$ cat src/rtl/expr_result_unpacker_if.sv
// Handshake bundle between a packed-result producer and the field unpacker.
// The master drives the packed vector and consumes the unpacked beats.
interface expr_result_unpacker_if #(
  parameter int unsigned GROUPS = 3,
  parameter int unsigned IDX_W  = 5
);
  localparam int unsigned VW = 30 * GROUPS;

  logic          in_valid;
  logic          in_ready;
  logic [VW-1:0] in_y;
  logic          out_valid;
  logic          out_ready;
  logic [5:0]    out_data;
  logic [IDX_W-1:0] out_idx;
  logic          out_last;
  logic [5:0]    checksum;
  logic          done;

  modport master (
    output in_valid, in_y, out_ready,
    input  in_ready, out_valid, out_data, out_idx, out_last, checksum, done
  );

  modport slave (
    input  in_valid, in_y, out_ready,
    output in_ready, out_valid, out_data, out_idx, out_last, checksum, done
  );
endinterface

$ cat src/rtl/expr_result_unpacker.sv
// Captures one packed expression result vector and emits its fields one per beat,
// each extended to 6 bits (positions 0-2 unsigned, 3-5 signed within every
// 4/5/6/4/5/6-bit group), while accumulating a mod-64 checksum of emitted data.
module expr_result_unpacker #(
  parameter int unsigned GROUPS = 3,
  parameter int unsigned IDX_W  = 5
) (
  input logic clk,
  input logic rst_n,
  expr_result_unpacker_if.slave bus
);
  localparam int unsigned VW = 30 * GROUPS;
  localparam int unsigned NF = 6 * GROUPS;

  typedef enum logic [0:0] {StIdle, StEmit} state_e;

  state_e           state_q, state_d;
  logic [VW-1:0]    sr_q, sr_d;
  logic [IDX_W-1:0] idx_q, idx_d;
  logic [2:0]       pos_q, pos_d;    // out_idx mod 6, kept as its own counter
  logic [5:0]       cks_q, cks_d;
  logic             done_q, done_d;

  logic [5:0] field;
  logic [2:0] width;
  logic       last;
  logic       accept;
  logic       in_ready;
  logic       capture;

  // Decode the field sitting in the top bits of the shift register
  always_comb begin
    field = sr_q[VW-1 -: 6];
    width = 3'd6;
    unique case (pos_q)
      3'd0: begin field = {2'b00, sr_q[VW-1 -: 4]};           width = 3'd4; end
      3'd1: begin field = {1'b0, sr_q[VW-1 -: 5]};            width = 3'd5; end
      3'd2: begin field = sr_q[VW-1 -: 6];                    width = 3'd6; end
      3'd3: begin field = {{2{sr_q[VW-1]}}, sr_q[VW-1 -: 4]}; width = 3'd4; end
      3'd4: begin field = {sr_q[VW-1], sr_q[VW-1 -: 5]};      width = 3'd5; end
      default: begin field = sr_q[VW-1 -: 6];                 width = 3'd6; end
    endcase
  end

  assign last     = (state_q == StEmit) && (idx_q == IDX_W'(NF - 1));
  assign accept   = (state_q == StEmit) && bus.out_ready;
  // Ready on the final accepted beat as well, so vectors stream with no bubble
  assign in_ready = (state_q == StIdle) || (last && bus.out_ready);
  assign capture  = bus.in_valid && in_ready;

  // Next-state: capture, beat acceptance and end-of-vector handling
  always_comb begin
    state_d = state_q;
    sr_d    = sr_q;
    idx_d   = idx_q;
    pos_d   = pos_q;
    cks_d   = cks_q;
    done_d  = 1'b0;
    unique case (state_q)
      StIdle: begin
        if (capture) begin
          sr_d    = bus.in_y;
          idx_d   = '0;
          pos_d   = '0;
          cks_d   = '0;
          state_d = StEmit;
        end
      end
      default: begin
        if (accept) begin
          cks_d = cks_q + field;
          sr_d  = sr_q << width;
          idx_d = idx_q + IDX_W'(1);
          pos_d = (pos_q == 3'd5) ? 3'd0 : pos_q + 3'd1;
          if (last) begin
            done_d = 1'b1;
            idx_d  = '0;
            pos_d  = '0;
            if (capture) begin
              sr_d  = bus.in_y;
              cks_d = '0;
            end else begin
              state_d = StIdle;
            end
          end
        end
      end
    endcase
  end

  // State register with asynchronous reset
  always_ff @(posedge clk or negedge rst_n) begin
    if (!rst_n) begin
      state_q <= StIdle;
      sr_q    <= '0;
      idx_q   <= '0;
      pos_q   <= '0;
      cks_q   <= '0;
      done_q  <= 1'b0;
    end else begin
      state_q <= state_d;
      sr_q    <= sr_d;
      idx_q   <= idx_d;
      pos_q   <= pos_d;
      cks_q   <= cks_d;
      done_q  <= done_d;
    end
  end

  assign bus.in_ready  = in_ready;
  assign bus.out_valid = (state_q == StEmit);
  assign bus.out_data  = field;
  assign bus.out_idx   = idx_q;
  assign bus.out_last  = last;
  assign bus.checksum  = cks_q;
  assign bus.done      = done_q;
endmodule
$ cat src/flat_wrapper.sv
// flat-port wrapper written by rule: the top's interface ports become plain ports
module expr_result_unpacker_flat 
#(
  parameter int unsigned GROUPS = 3,
  parameter int unsigned IDX_W  = 5
)
  (clk, rst_n, bus_in_valid, bus_in_y, bus_out_ready, bus_in_ready, bus_out_valid, bus_out_data, bus_out_idx, bus_out_last, bus_checksum, bus_done);
  expr_result_unpacker_if #(.GROUPS(GROUPS), .IDX_W(IDX_W)) bus_i ();
  input logic clk;
  input logic rst_n;
  input wire logic [$bits(bus_i.in_valid)-1:0] bus_in_valid;
  input wire logic [$bits(bus_i.in_y)-1:0] bus_in_y;
  input wire logic [$bits(bus_i.out_ready)-1:0] bus_out_ready;
  output wire logic [$bits(bus_i.in_ready)-1:0] bus_in_ready;
  output wire logic [$bits(bus_i.out_valid)-1:0] bus_out_valid;
  output wire logic [$bits(bus_i.out_data)-1:0] bus_out_data;
  output wire logic [$bits(bus_i.out_idx)-1:0] bus_out_idx;
  output wire logic [$bits(bus_i.out_last)-1:0] bus_out_last;
  output wire logic [$bits(bus_i.checksum)-1:0] bus_checksum;
  output wire logic [$bits(bus_i.done)-1:0] bus_done;
  assign bus_i.in_valid = bus_in_valid;
  assign bus_i.in_y = bus_in_y;
  assign bus_i.out_ready = bus_out_ready;
  assign bus_in_ready = bus_i.in_ready;
  assign bus_out_valid = bus_i.out_valid;
  assign bus_out_data = bus_i.out_data;
  assign bus_out_idx = bus_i.out_idx;
  assign bus_out_last = bus_i.out_last;
  assign bus_checksum = bus_i.checksum;
  assign bus_done = bus_i.done;
  expr_result_unpacker #(.GROUPS(GROUPS), .IDX_W(IDX_W)) u_core (.clk(clk), .rst_n(rst_n), .bus(bus_i));
endmodule
$ cat config.mk
export PLATFORM = sky130hd
export DESIGN_NAME = expr_result_unpacker_flat
export DESIGN_NICKNAME = d
export VERILOG_FILES = /design/src/rtl/expr_result_unpacker_if.sv /design/src/rtl/expr_result_unpacker.sv /design/src/flat_wrapper.sv
export SDC_FILE = /design/constraint.sdc
export NUM_CORES = 1
export LEC_CHECK = 0
export CAP_MARGIN = 10
export CORE_ASPECT_RATIO = 0.75
export CORE_MARGIN = 4
export CORE_UTILIZATION = 54
export DETAILED_ROUTE_END_ITERATION = 10
export PLACE_DENSITY = 0.93
export REMOVE_ABC_BUFFERS = 1
export SLEW_MARGIN = 20
export SYNTH_ARGS = -nofsm -noshare
export SYNTH_HDL_FRONTEND = slang
export SYNTH_SLANG_ARGS = --single-unit
$ cat constraint.sdc
create_clock -name clk -period 4.25 [get_ports clk]
set_clock_uncertainty 0.15 [all_clocks]
set_input_delay 0.85 -clock clk [delete_from_list [all_inputs] [get_ports clk]]
set_output_delay 0.85 -clock clk [all_outputs]
set_load 0.01 [all_outputs]
==> impl_results.md, run 1 <==
* Status: finished clean
* Main synth FF type: dfrtp_1
* I/O pin count at 115
* Leak pwr at 3.82 nW
* Worst-path clk slew at 0.07 ns
* CP required at 3.25 ns
* Clock sinks at ~110
* Detailed placer's ending HPWL at 11.9 mm
* DIE AREA at 14600 sq um
* Setup_tns at 0 ns
* Cell Area, Synth at slightly below 7000 sq um
* Post-synth EDFFs at 0
* Post-DR wirelength/cell at 17.8 um
* Initial antenna violation count at 0
* Max H-tree Level at 3
* Vias in the first global route at 5792
* Clk Latency, worst-skew pair at 0.35 ns
* Initial Util at 55.7%
* WS Path Type: register to output pin
* Vias at 6038
* P&R area growth vs syn at 21.7%
* Final Hold Fails at 0
* Fmax at 266 MHz
* #FFs+latches synth at roughly 110
* Max Cap Viol at 0
* Drt pass-1 iters at 5
* Total wire length at roughly 18 mm
* Worst slew margin at about a third
* Worst min-delay path class: register to register
* Grt ovf at 0
* Die width at 138 um
* RSZ-0062 raised after global routing: false
* Antenna viol nets, final at 0
* CP Capture Type: output pin
* Vias per cell at between 6 and 7
* First-iteration detailed-routing DRC count at 428
* Post-synth top area cell: dfrtp_1
* CTS Root Cell: clkbuf_16
* Critical path fanouts, max at 15
* Post-route total power at between 0.005 and 0.006 W
* Synth top area cells: dfrtp_1 (39%), mux2i_1 (24%), o22ai_1 (7.5%), nand2_1 (5.7%), o21ai_1 (4.7%)
* Worst vdd ir at ~0.39 mV
* Syn avg cell area at 9.24 sq um
* Die H at about 110 um
* TritonCTS clock tree: yes
* Setup bufs post-CTS at 0
* Final instance area at 8360 sq um
* Std cell rows at 35
* Worst EP arrival at 2.76 ns
* P per Cell Area at 695 nW/um^2
* Antenna diode count at 0
* Area after DPL at 8060 sq um
* Async SR Flop Fraction at 100%
* Buffers added on ports at 114
* Final layout net count at 920
* Top cell type's share of synthesized area at 38.6%
* Gr usage total at 24.0%
* Synthesis Warnings at 0
* Layout Utilization at 67.7%
* Period Utilization, post-route at between 80% and 90%
* Hold Buf Count CTS at 0
* Library cells used by synthesis at 45
* Slew of the pin with the lowest slew margin at approximately 0.98 ns
* Post-synthesis sequential area ratio at between 30% and 40%
* Type of origin of the critical path: register
* Setup violators final at 0
* Fin crit period at 3.76 ns
* Core area at 12300 sq um
* Max clock buf depth at 2
* Post-CTS resize count at 0
* Inserted Clock Buffers at 9
* Largest net degree at the start of global routing at 91
* Routability cong. at 0.854
* First-pass GRT wire length at 29.1 mm
* DR DRC count at 0
* Max-slew violation count at 0
* Share of layout cells above drive strength 1 at 4.74%
* Cells after Synth at 744
placed cells by master, fill, tap and decap left out, drive strengths merged, types with 2 or more instances in the layout:
| cell type | count |
|---|---|
| nand4 | 2 |
| ha | 8 |
| a22o | 2 |
| a31oi | 4 |
| nand2b | 4 |
| nor3 | 4 |
| xor2 | 3 |
| o22ai | 82 |
| mux2i | 167 |
| a211oi | 4 |
| nand3 | 11 |
| a21o | 3 |
| and2 | 3 |
| clkbuf | 12 |
| inv | 13 |
| nor2 | 22 |
| dfrtp | 106 |
| buf | 13 |
| a22oi | 5 |
| a21oi | 16 |
| clkinv | 2 |
| o31ai | 3 |
| clkdlybuf4s50 | 113 |
| nand2 | 105 |
| o21ai | 100 |
layer usage:
metal | track usage [%] | wire length, um | vias up
met5 | 0 | 0 | -
met4 | 7.05 | 354 | 0
met3 | 4.81 | 1090 | 38
met1 | 34.1 | 8060 | 2902
met2 | 37.4 | 8130 | 227
li1 | - | - | 2871
path summary, 6_finish.rpt:
path / startpoint / slack [ns] / cells past startpoint / to
worst max-delay path: u_core.pos_q[2] / 0.49 / 6 / bus_out_data[1]
worst min-delay path: u_core.sr_q[21] / 0.36 / 2 / u_core.sr_q[21]
worst max register to register: u_core.pos_q[2] / 0.74 / 11 / u_core.bus.checksum[5]
worst min register to register: u_core.sr_q[21] / 0.36 / 2 / u_core.sr_q[21]
max in group asynchronous: rst_n / 2.79 / 2 / u_core.sr_q[11]
min in group asynchronous: rst_n / 0.46 / 1 / u_core.bus.done
through the flow:
step                      hold slack [ns]  cells  setup slack (ns)
after CTS                           0.362    988             0.496
after floorplan                     0.310    680             -1.05
after detailed placement            0.347    972             0.877
final                               0.361    988             0.492
after global placement              0.329    972             0.995
after global routing                0.371    988             0.346
worst max-delay path, stage by stage (launching register included):
cell and delay, ns:
dfrtp_1 0.68, inv_1 0.18, ha_1 0.26, or2_2 0.35
a22oi_1 0.23, a21oi_1 0.18, clkdlybuf4s50_1 0.53
synthesized netlist by cell type (all sizes together) (4+ instances only):
master	instances
clkbuf	26
nand3	11
a31oi	4
mux2i	167
a211oi	4
nand2b	4
inv	12
nor2	22
o21ai	100
ha	8
a21oi	16
nor3	4
a22oi	5
buf	38
nand2	105
o22ai	82
dfrtp	106
kinds of logic after synthesis:
family,after synthesis,synth area share [%]
compound gates,224,19.1
xor+xnor,4,0.510
fa+ha+maj,9,1.75
buf+inv,76,5.39
flops,106,38.6
mux,169,25.0
simple gates,156,9.65
report_power, final:
group          internal, W  total [W]  switching [W]  leakage, nW
Clock             0.000490   0.000870       0.000379        0.153
Sequential         0.00140    0.00179       0.000392         1.38
Combinational      0.00155    0.00315        0.00161         2.29
state kept, by name, summed over array words and instances (netlist names):
| register | flops |
|---|---|
| u_core.bus.out_idx | 5 |
| u_core.bus.out_valid | 1 |
| u_core.bus.checksum | 6 |
| u_core.pos_q | 3 |
| u_core.bus.done | 1 |
| u_core.sr_q | 90 |
layout make-up:
type | instances | area, sq um
Fill cell | 982 | 3990
Multi-Input combinational cell | 562 | 3860
Sequential cell | 106 | 2650
Timing Repair Buffer | 126 | 1290
Clock buffer | 12 | 256
Tap cell | 166 | 208
Clock inverter | 4 | 48.8
Inverter | 12 | 45.0
Note: power is estimated with default switching activity, not from simulation.
==> run 2: changes to the inputs <==
--- a/config.mk
+++ b/config.mk
@@ -5,7 +5,6 @@
 export SDC_FILE = /design/constraint.sdc
 export NUM_CORES = 1
 export LEC_CHECK = 0
-export CAP_MARGIN = 10
 export CORE_ASPECT_RATIO = 0.75
 export CORE_MARGIN = 4
 export CORE_UTILIZATION = 54
==> results of run 2 <==
Final layout, timing and power as in run 1 (identical DEF).
